File: src/rtl/clk_div_pkg.sv
// Shared constants, state encoding and divider clamp for the clk_div_ctrl block.
package clk_div_pkg;

  localparam int CNT_W_DEF   = 27;
  localparam int BURST_W_DEF = 16;
  localparam int DEF_DIV_DEF = 50000000;
  localparam int MIN_DIV     = 2;

  typedef enum logic {
    IDLE = 1'b0,
    RUN  = 1'b1
  } state_t;

  // Periods below MIN_DIV would need a tick every cycle or none at all.
  function automatic logic [31:0] clamp_div(input logic [31:0] d);
    return (d < 32'(MIN_DIV)) ? 32'(MIN_DIV) : d;
  endfunction

endpackage

File: src/rtl/clk_div_ctrl_if.sv
// Control/config/status bundle for clk_div_ctrl; master drives start/stop/cfg, slave is the divider.
interface clk_div_ctrl_if
  import clk_div_pkg::*;
#(
  parameter int CNT_W   = CNT_W_DEF,
  parameter int BURST_W = BURST_W_DEF
);
  logic               start;
  logic               stop;
  logic               cfg_valid;
  logic               cfg_ready;
  logic [CNT_W-1:0]   cfg_div;
  logic [BURST_W-1:0] cfg_burst;
  logic               tick;
  logic               sq_out;
  logic               running;
  logic               done;
  logic [CNT_W-1:0]   count;

  modport master (
    output start, stop, cfg_valid, cfg_div, cfg_burst,
    input  cfg_ready, tick, sq_out, running, done, count
  );

  modport slave (
    input  start, stop, cfg_valid, cfg_div, cfg_burst,
    output cfg_ready, tick, sq_out, running, done, count
  );
endinterface

File: src/rtl/clk_div_sync2.sv
// Two-flop synchronizer for a single level signal, reset to 0.
module clk_div_sync2 (
  input  logic clk,
  input  logic rst,
  input  logic d,
  output logic q
);
  logic meta;

  always_ff @(posedge clk or posedge rst) begin
    if (rst) begin
      meta <= 1'b0;
      q    <= 1'b0;
    end else begin
      meta <= d;
      q    <= meta;
    end
  end
endmodule

File: src/rtl/clk_div_ctrl.sv
// Programmable clock-enable generator: periodic tick, square wave, bursts, shadowed live reconfig.
// Optional CLKDIV_SYNC_START_EN: start/stop pass through 2-flop synchronizers first.
module clk_div_ctrl
  import clk_div_pkg::*;
#(
  parameter int CNT_W   = CNT_W_DEF,
  parameter int BURST_W = BURST_W_DEF,
  parameter int DEF_DIV = DEF_DIV_DEF
) (
  input logic          clk,
  input logic          rst,
  clk_div_ctrl_if.slave bus
);

  typedef struct packed {
    logic [CNT_W-1:0]   div;
    logic [BURST_W-1:0] burst;
  } cfg_t;

  state_t             state, state_nxt;
  logic               start_s, stop_s;
  logic [CNT_W-1:0]   cnt, div_act;
  logic [BURST_W-1:0] burst_act, ticks_left;
  cfg_t               shadow, cfg_in;
  logic               sh_vld, sq, done_r;
  logic               tick_c, cfg_ready_c, running_c;
  logic               cfg_fire, burst_end, go_run;

`ifdef CLKDIV_SYNC_START_EN
  clk_div_sync2 u_sync_start (.clk(clk), .rst(rst), .d(bus.start), .q(start_s));
  clk_div_sync2 u_sync_stop  (.clk(clk), .rst(rst), .d(bus.stop),  .q(stop_s));
`else
  assign start_s = bus.start;
  assign stop_s  = bus.stop;
`endif

  assign cfg_in.div   = CNT_W'(clamp_div(32'(bus.cfg_div)));
  assign cfg_in.burst = bus.cfg_burst;
  assign cfg_fire     = bus.cfg_valid & cfg_ready_c;

  // div_act only moves at a wrap, so cnt never exceeds div_act-1.
  assign tick_c    = (state == RUN) && (cnt == div_act - CNT_W'(1));
  assign burst_end = tick_c && (burst_act != '0) && (ticks_left == BURST_W'(1));
  assign go_run    = (state == IDLE) && start_s && !stop_s;

  always_ff @(posedge clk or posedge rst) begin
    if (rst) state <= IDLE;
    else     state <= state_nxt;
  end

  always_comb begin
    state_nxt = state;
    if (state == IDLE) begin
      if (go_run) state_nxt = RUN;
    end else begin
      if (stop_s || burst_end) state_nxt = IDLE;
    end
  end

  always_comb begin
    running_c   = (state == RUN);
    cfg_ready_c = (state == IDLE) || !sh_vld;
  end

  always_ff @(posedge clk or posedge rst) begin
    if (rst) begin
      cnt        <= '0;
      div_act    <= CNT_W'(DEF_DIV);
      burst_act  <= '0;
      ticks_left <= '0;
      shadow     <= '0;
      sh_vld     <= 1'b0;
      sq         <= 1'b0;
      done_r     <= 1'b0;
    end else begin
      done_r <= 1'b0;
      if (tick_c) sq <= ~sq;
      if (state == IDLE) begin
        cnt <= '0;
        if (cfg_fire) begin
          div_act   <= cfg_in.div;
          burst_act <= cfg_in.burst;
        end
        if (go_run) ticks_left <= cfg_fire ? cfg_in.burst : burst_act;
      end else if (stop_s) begin
        // stop wins over a completing tick: no done, pending shadow dropped
        cnt    <= '0;
        sh_vld <= 1'b0;
      end else if (burst_end) begin
        cnt    <= '0;
        sh_vld <= 1'b0;
        done_r <= 1'b1;
      end else if (tick_c) begin
        cnt <= '0;
        if (cfg_fire) begin
          div_act    <= cfg_in.div;
          burst_act  <= cfg_in.burst;
          ticks_left <= cfg_in.burst;
        end else if (sh_vld) begin
          div_act    <= shadow.div;
          burst_act  <= shadow.burst;
          ticks_left <= shadow.burst;
          sh_vld     <= 1'b0;
        end else if (burst_act != '0) begin
          ticks_left <= ticks_left - BURST_W'(1);
        end
      end else begin
        cnt <= cnt + CNT_W'(1);
        if (cfg_fire) begin
          shadow <= cfg_in;
          sh_vld <= 1'b1;
        end
      end
    end
  end

  assign bus.cfg_ready = cfg_ready_c;
  assign bus.tick      = tick_c;
  assign bus.sq_out    = sq;
  assign bus.running   = running_c;
  assign bus.done      = done_r;
  assign bus.count     = cnt;

endmodule

File: src/flat_wrapper.sv
// flat-port wrapper written by rule: the top's interface ports become plain ports
module clk_div_ctrl_flat import clk_div_pkg::*;
#(
  parameter int CNT_W   = CNT_W_DEF,
  parameter int BURST_W = BURST_W_DEF,
  parameter int DEF_DIV = DEF_DIV_DEF
)
  (clk, rst, bus_start, bus_stop, bus_cfg_valid, bus_cfg_div, bus_cfg_burst, bus_cfg_ready, bus_tick, bus_sq_out, bus_running, bus_done, bus_count);
  clk_div_ctrl_if #(.CNT_W(CNT_W), .BURST_W(BURST_W)) bus_i ();
  input logic clk;
  input logic rst;
  input wire logic [$bits(bus_i.start)-1:0] bus_start;
  input wire logic [$bits(bus_i.stop)-1:0] bus_stop;
  input wire logic [$bits(bus_i.cfg_valid)-1:0] bus_cfg_valid;
  input wire logic [$bits(bus_i.cfg_div)-1:0] bus_cfg_div;
  input wire logic [$bits(bus_i.cfg_burst)-1:0] bus_cfg_burst;
  output wire logic [$bits(bus_i.cfg_ready)-1:0] bus_cfg_ready;
  output wire logic [$bits(bus_i.tick)-1:0] bus_tick;
  output wire logic [$bits(bus_i.sq_out)-1:0] bus_sq_out;
  output wire logic [$bits(bus_i.running)-1:0] bus_running;
  output wire logic [$bits(bus_i.done)-1:0] bus_done;
  output wire logic [$bits(bus_i.count)-1:0] bus_count;
  assign bus_i.start = bus_start;
  assign bus_i.stop = bus_stop;
  assign bus_i.cfg_valid = bus_cfg_valid;
  assign bus_i.cfg_div = bus_cfg_div;
  assign bus_i.cfg_burst = bus_cfg_burst;
  assign bus_cfg_ready = bus_i.cfg_ready;
  assign bus_tick = bus_i.tick;
  assign bus_sq_out = bus_i.sq_out;
  assign bus_running = bus_i.running;
  assign bus_done = bus_i.done;
  assign bus_count = bus_i.count;
  clk_div_ctrl #(.CNT_W(CNT_W), .BURST_W(BURST_W), .DEF_DIV(DEF_DIV)) u_core (.clk(clk), .rst(rst), .bus(bus_i));
endmodule
File: config.mk
export PLATFORM = sky130hd
export DESIGN_NAME = clk_div_ctrl_flat
export DESIGN_NICKNAME = d
export VERILOG_FILES = /design/src/rtl/clk_div_pkg.sv /design/src/rtl/clk_div_ctrl_if.sv /design/src/rtl/clk_div_sync2.sv /design/src/rtl/clk_div_ctrl.sv /design/src/flat_wrapper.sv
export SDC_FILE = /design/constraint.sdc
export NUM_CORES = 1
export LEC_CHECK = 0
export BUFFER_PORTS_ARGS = -buffer_cell sky130_fd_sc_hd__buf_2
export CAP_MARGIN = 20
export CORE_UTILIZATION = 48
export CTS_CLUSTER_SIZE = 16
export DETAILED_ROUTE_END_ITERATION = 8
export PLACE_DENSITY = 0.7
export SKIP_CTS_REPAIR_TIMING = 1
export SYNTH_ARGS = -nofsm -noshare
export SYNTH_HDL_FRONTEND = slang
export SYNTH_SLANG_ARGS = --single-unit
File: constraint.sdc
create_clock -name clk -period 12.8 [get_ports clk]
set_input_delay 2.56 -clock clk [delete_from_list [all_inputs] [get_ports clk]]
set_output_delay 2.56 -clock clk [all_outputs]
set_load 0.01 [all_outputs]
After elaboration in Yosys (flattened, before gate mapping):

Cells that the tools add are included.

* register bits after elaboration: 133
* bits in latches: 0
* bits in writable memories: 0
* ROM bits: 0
* bits of input ports: 48
* output and inout bits: 32
* memories kept: 0

* $add $sub $neg: 3
* multiply operators: 0
* divide/modulo/power cells: 0
* $lt $le $gt $ge: 1
* equality and inequality tests: 8
* shift-type cells: 0
* muxes and demuxes: 38
* bitwise operators: 6
* reductions and logical operators: 19

Operator list (number)
* two-way mux 27 bit: 12
* two-way mux 16 bit: 15
* adder 27 x 1 -> 27 bit, second input constant: 1
* equality test 27 bit: 1
* < comparator 27 x 2 -> 1 bit, second input constant: 1
* subtractor 27 x 1 -> 27 bit, second input constant: 1
* equality test 16 x 1 -> 1 bit, second input constant: 1
* nonzero test 16 bit: 1
* subtractor 16 x 1 -> 16 bit, second input constant: 1
* AND reduction 5 bit: 3
* two-way mux 1 bit: 11
* != test 4 bit, second input constant: 2
* != test 2 bit, second input constant: 3
* nonzero test 2 bit: 3
* logical AND 1 bit: 5
* inverter 1 bit: 5
* AND reduction 4 bit: 1
* nonzero test 4 bit: 1
* != test 3 bit, second input constant: 1
* AND reduction 3 bit: 1
* logical NOT 1 bit: 2
* logical OR 1 bit: 2
* bitwise AND 1 bit: 1

Logic depth before layout (Yosys ltp):

* word-level depth: 8
* mapped depth: 13

Worst setup path after synthesis:

OpenSTA, ideal clock, no wires.

* path kind: register to output
* start point: register u_core.div_act[0]
* end point: output port bus_tick
* arrival: 2.922 ns
* required time: 10.240 ns
* slack: 7.318 ns
* cell stages (with the launch flop): 10
* path buffers: 1
* cell sequence: dfrtp_1 inv_1 ha_1 or3b_1 clkbuf_2 or4_1 a211oi_1 o21ai_0 a22o_1 nor4b_1

* cells in the longest elaborated chain, start to end: 3

Ends and longest elaborated chain
* start: declaration: line clk_div_ctrl.sv:22 `logic [CNT_W-1:0] cnt, div_act;`
* start signal: assignment: line clk_div_ctrl.sv:68 `div_act <= CNT_W'(DEF_DIV);`
* start signal: assignment: line clk_div_ctrl.sv:81 `div_act <= cfg_in.div;`
* start signal: assignment: line clk_div_ctrl.sv:96 `div_act <= cfg_in.div;`
* subtractor 27 x 1 -> 27 bit: line clk_div_ctrl.sv:42 `assign tick_c = (state == RUN) && (cnt == div_act - CNT_W'(1));`
* equality test 27 bit: line clk_div_ctrl.sv:42
* logical AND 1 bit: line clk_div_ctrl.sv:42
* end: declaration: line flat_wrapper.sv:18 `output wire logic [$bits(bus_i.tick)-1:0] bus_tick;`

Every way passes these cells.

Final worst setup path:

Ends and elaborated chain as after synthesis.

==> flow_metrics.tcl <==
set metrics [dict create \
    synth_cell_types 80 \
    max_freq_ghz 0.157 \
    start_util_pct 49.3 \
    period_needed_ns 6.37 \
    power.leakage_uw 0.00391 \
    whs_path_depth 1 \
    io_pins 80 \
    worst_hold_path.endpoint "u_core.bus.sq_out$_DFFE_PP0P_" \
    drive_gt1_share_pct 21.4 \
    grt_pass1_wl_mm 34.0 \
    n_antenna_cell 0 \
    fin_crit_sh_pct 49.8 \
    gp_congestion 0.915 \
    viasPerCell 6.03 \
    synth.avg_cell_area_sq_um 9.77 \
    cts_tree "yes" \
    nets 946 \
    ys.flop_type "dfrtp_1" \
    dr.pass1.iters 5 \
    rsz0062_at_grt "no" \
    finalInstanceArea_sq_um 9250 \
    vias 6789 \
    critPathSlowestCell "nor4b_1" \
    reg2reg_depth 11 \
    status "completed" \
    die_w_microns 133 \
    path_max_fanout 8 \
    wl_per_cell_microns 18.2 \
    synthesis.area_sq_um 8200 \
    port_buffers 79 \
    die-area_sq_um 17600 \
    r2r_slack_ns 8.57 \
    fin_setup_tns_ns 0 \
    wirelength_mm 20.5 \
    ir_drop_v 0.000103 \
    path_cells "inv_1 > ha_1 > or3b_1 > or4_1 > a211oi_1 > o21ai_0 > a22o_1 > nor4b_1 > buf_2" \
    drv_cap 0 \
    hold_class "reg2reg" \
    antenna_found_initial 0 \
    crit_type "reg2out" \
    path_clk_slew_ns 0.06 \
    slowest_delay_ns 0.65 \
    h-tree-depth 4 \
    grt_max_degree 91 \
    crit_cells 9 \
    setup_viol 0 \
    dpl.hpwl_mm 14.4 \
    grt_usage_pct 24.4 \
    arrival_ns 3.81 \
    cts_buffer_depth 2 \
    tightest_slew_ns 1.02 \
    crit_buf_inv 2 \
    drtIter0Drc 581 \
    worstHoldStart "u_core.bus.sq_out$_DFFE_PP0P_" \
    hold_violations 0 \
    fp.dieH_microns 133 \
    skew_ns 0.0117 \
    synthCells 840 \
    relSlewSlack_pct 31.7 \
    grt_pass1_vias 6378 \
    synthArstFlopShare_pct 100 \
    synth-edff-count 0 \
    core-area_sq_um 16600 \
    cts_sinks 133 \
    end_kind "output pin" \
    worstPathRequired_ns 10.24 \
    area_growth_pct 12.8 \
    finalMaxSlewViolations 0 \
    power.density_nw_per_um2 150 \
    cts_buffers 17 \
    start_kind "register" \
    path_delay_family "simple AND/OR/NAND/NOR gates" \
    r2r_end "u_core.shadow[33]$_DFFE_PP0P_" \
    route.detailed.drc 0 \
    layout_common_cells "nand2_1, dfrtp_1, buf_2" \
    yosysWarnings 0 \
    drtAntennaViolNets 0 \
    ys_ff_latch 133 \
    ctsRootBufferMaster "clkbuf_16" \
    place_area_sq_um 8680 \
    gr-total-overflow 0 \
    synth_nets 892 \
    final_common_cell "nand2_1" \
    r2r_start "u_core.div_act[0]$_DFFE_PP0P_" \
    rows 47 \
    clk-insertion-delay-late_ns 0.42 \
    seq_area_frac_synth_pct 40.8 \
]
-- cells in the mapped netlist (7+ instances only) --
cell | number | area, sq um
nand2_1 | 122 | 458
dfrtp_1 | 121 | 3030
nor2_1 | 74 | 278
mux2_4 | 40 | 601
xor2_1 | 32 | 280
o21ai_0 | 28 | 140
clkbuf_1 | 27 | 101
xnor2_1 | 26 | 228
o221ai_1 | 24 | 210
a21oi_1 | 22 | 110
nor4_1 | 22 | 138
mux2_1 | 18 | 203
nand3_1 | 15 | 75.1
o32a_1 | 14 | 140
inv_1 | 13 | 48.8
nor3_1 | 13 | 65.1
a221oi_1 | 12 | 105
dfstp_2 | 12 | 315
nand4_1 | 11 | 68.8
and3_1 | 10 | 62.6
mux2_2 | 9 | 101
nor3b_1 | 9 | 67.6
a31oi_1 | 8 | 50.1
buf_2 | 8 | 40.0
buf_6 | 7 | 78.8
nand2b_1 | 7 | 43.8
or3_1 | 7 | 43.8
or4_1 | 7 | 52.6
-- per-layer routing --
metal  global-route usage (%)  vias up  part of all wire [%]  routed length, microns
li1                         -     3208                     -                       -
met1                     37.8     3325                    50                   10300
met4                     7.22        0                   1.3                     258
met3                     4.67       27                   6.1                    1240
met2                     34.2      229                    42                    8670
met5                        0        -                     0                       0
-- metrics by stage --
step | cells | total power [uW] | utilization, % | setup WS [ns] | hold WS (ns)
after floorplan | 840 | 837 | - | 6.71 | 0.471
after global routing | 1126 | 1460 | 55.6 | 6.20 | 0.476
after CTS | 1126 | 1400 | 55.6 | 6.44 | 0.470
after detailed placement | 1095 | 920 | 52.1 | 6.88 | 0.462
final | 1126 | 1390 | 55.6 | 6.43 | 0.464
after global placement | 1095 | 913 | 52.1 | 6.97 | 0.459
-- sequential cells by signal, summed over array words and instances, names as in the netlist --
signal and flops:
u_core.bus.done 1, u_core.shadow 43, u_core.burst_act 16, u_core.bus.count 27, u_core.ticks_left 16, u_core.bus.running 1
u_core.div_act 27, u_core.bus.sq_out 1, u_core.sh_vld 1
-- where the power goes --
part / internal (uW) / switching [uW] / leakage [uW] / total (uW)
logic: 162 / 157 / 0.00203 / 319
registers: 508 / 94.4 / 0.00162 / 603
clock network: 292 / 179 / 0.000268 / 471
-- cell families after synthesis --
family	synth area share (%)
and+or+nand+nor	19.6
DFF	40.8
buffers and inverters	4.07
xor gates and xnor gates	6.48
adders and majority gates	0.610
AOI/OAI and AO/OA	16.7
muxes	11.8
-- how the worst max path moves through the flow --
stage,startpoint,to,slack [ns]
final,u_core.div_act[0]$_DFFE_PP0P_,bus_tick,6.43
after CTS,u_core.div_act[0]$_DFFE_PP0P_,bus_tick,6.44
after detailed placement,u_core.div_act[0]$_DFFE_PP0P_,bus_tick,6.88
after global placement,u_core.div_act[0]$_DFFE_PP0P_,bus_tick,6.97
after floorplan,rst,u_core.burst_act[0]$_DFFE_PP0P_,6.71
after global routing,u_core.div_act[0]$_DFFE_PP0P_,bus_tick,6.20
-- cell type report --
class	count	area [sq um]
tap	220	275
timing repair buffer	88	463
clock inverter	6	68.8
clock buffer	25	505
fill	1503	7390
multi-input combinational	640	4540
inverter	14	57.6
sequential	133	3340
-- worst register-to-register path: stages (launching register included) --
cell and delay (ns):
dfrtp_1 0.42, inv_1 0.11, ha_1 0.26, or3b_1 0.51, or4_1 0.53, a211oi_1 0.25
o21ai_0 0.15, a22o_1 0.26, o41ai_4 0.65, nor2_4 0.19, buf_4 0.38, mux2_4 0.40
(Power assumes the default switching activity.)
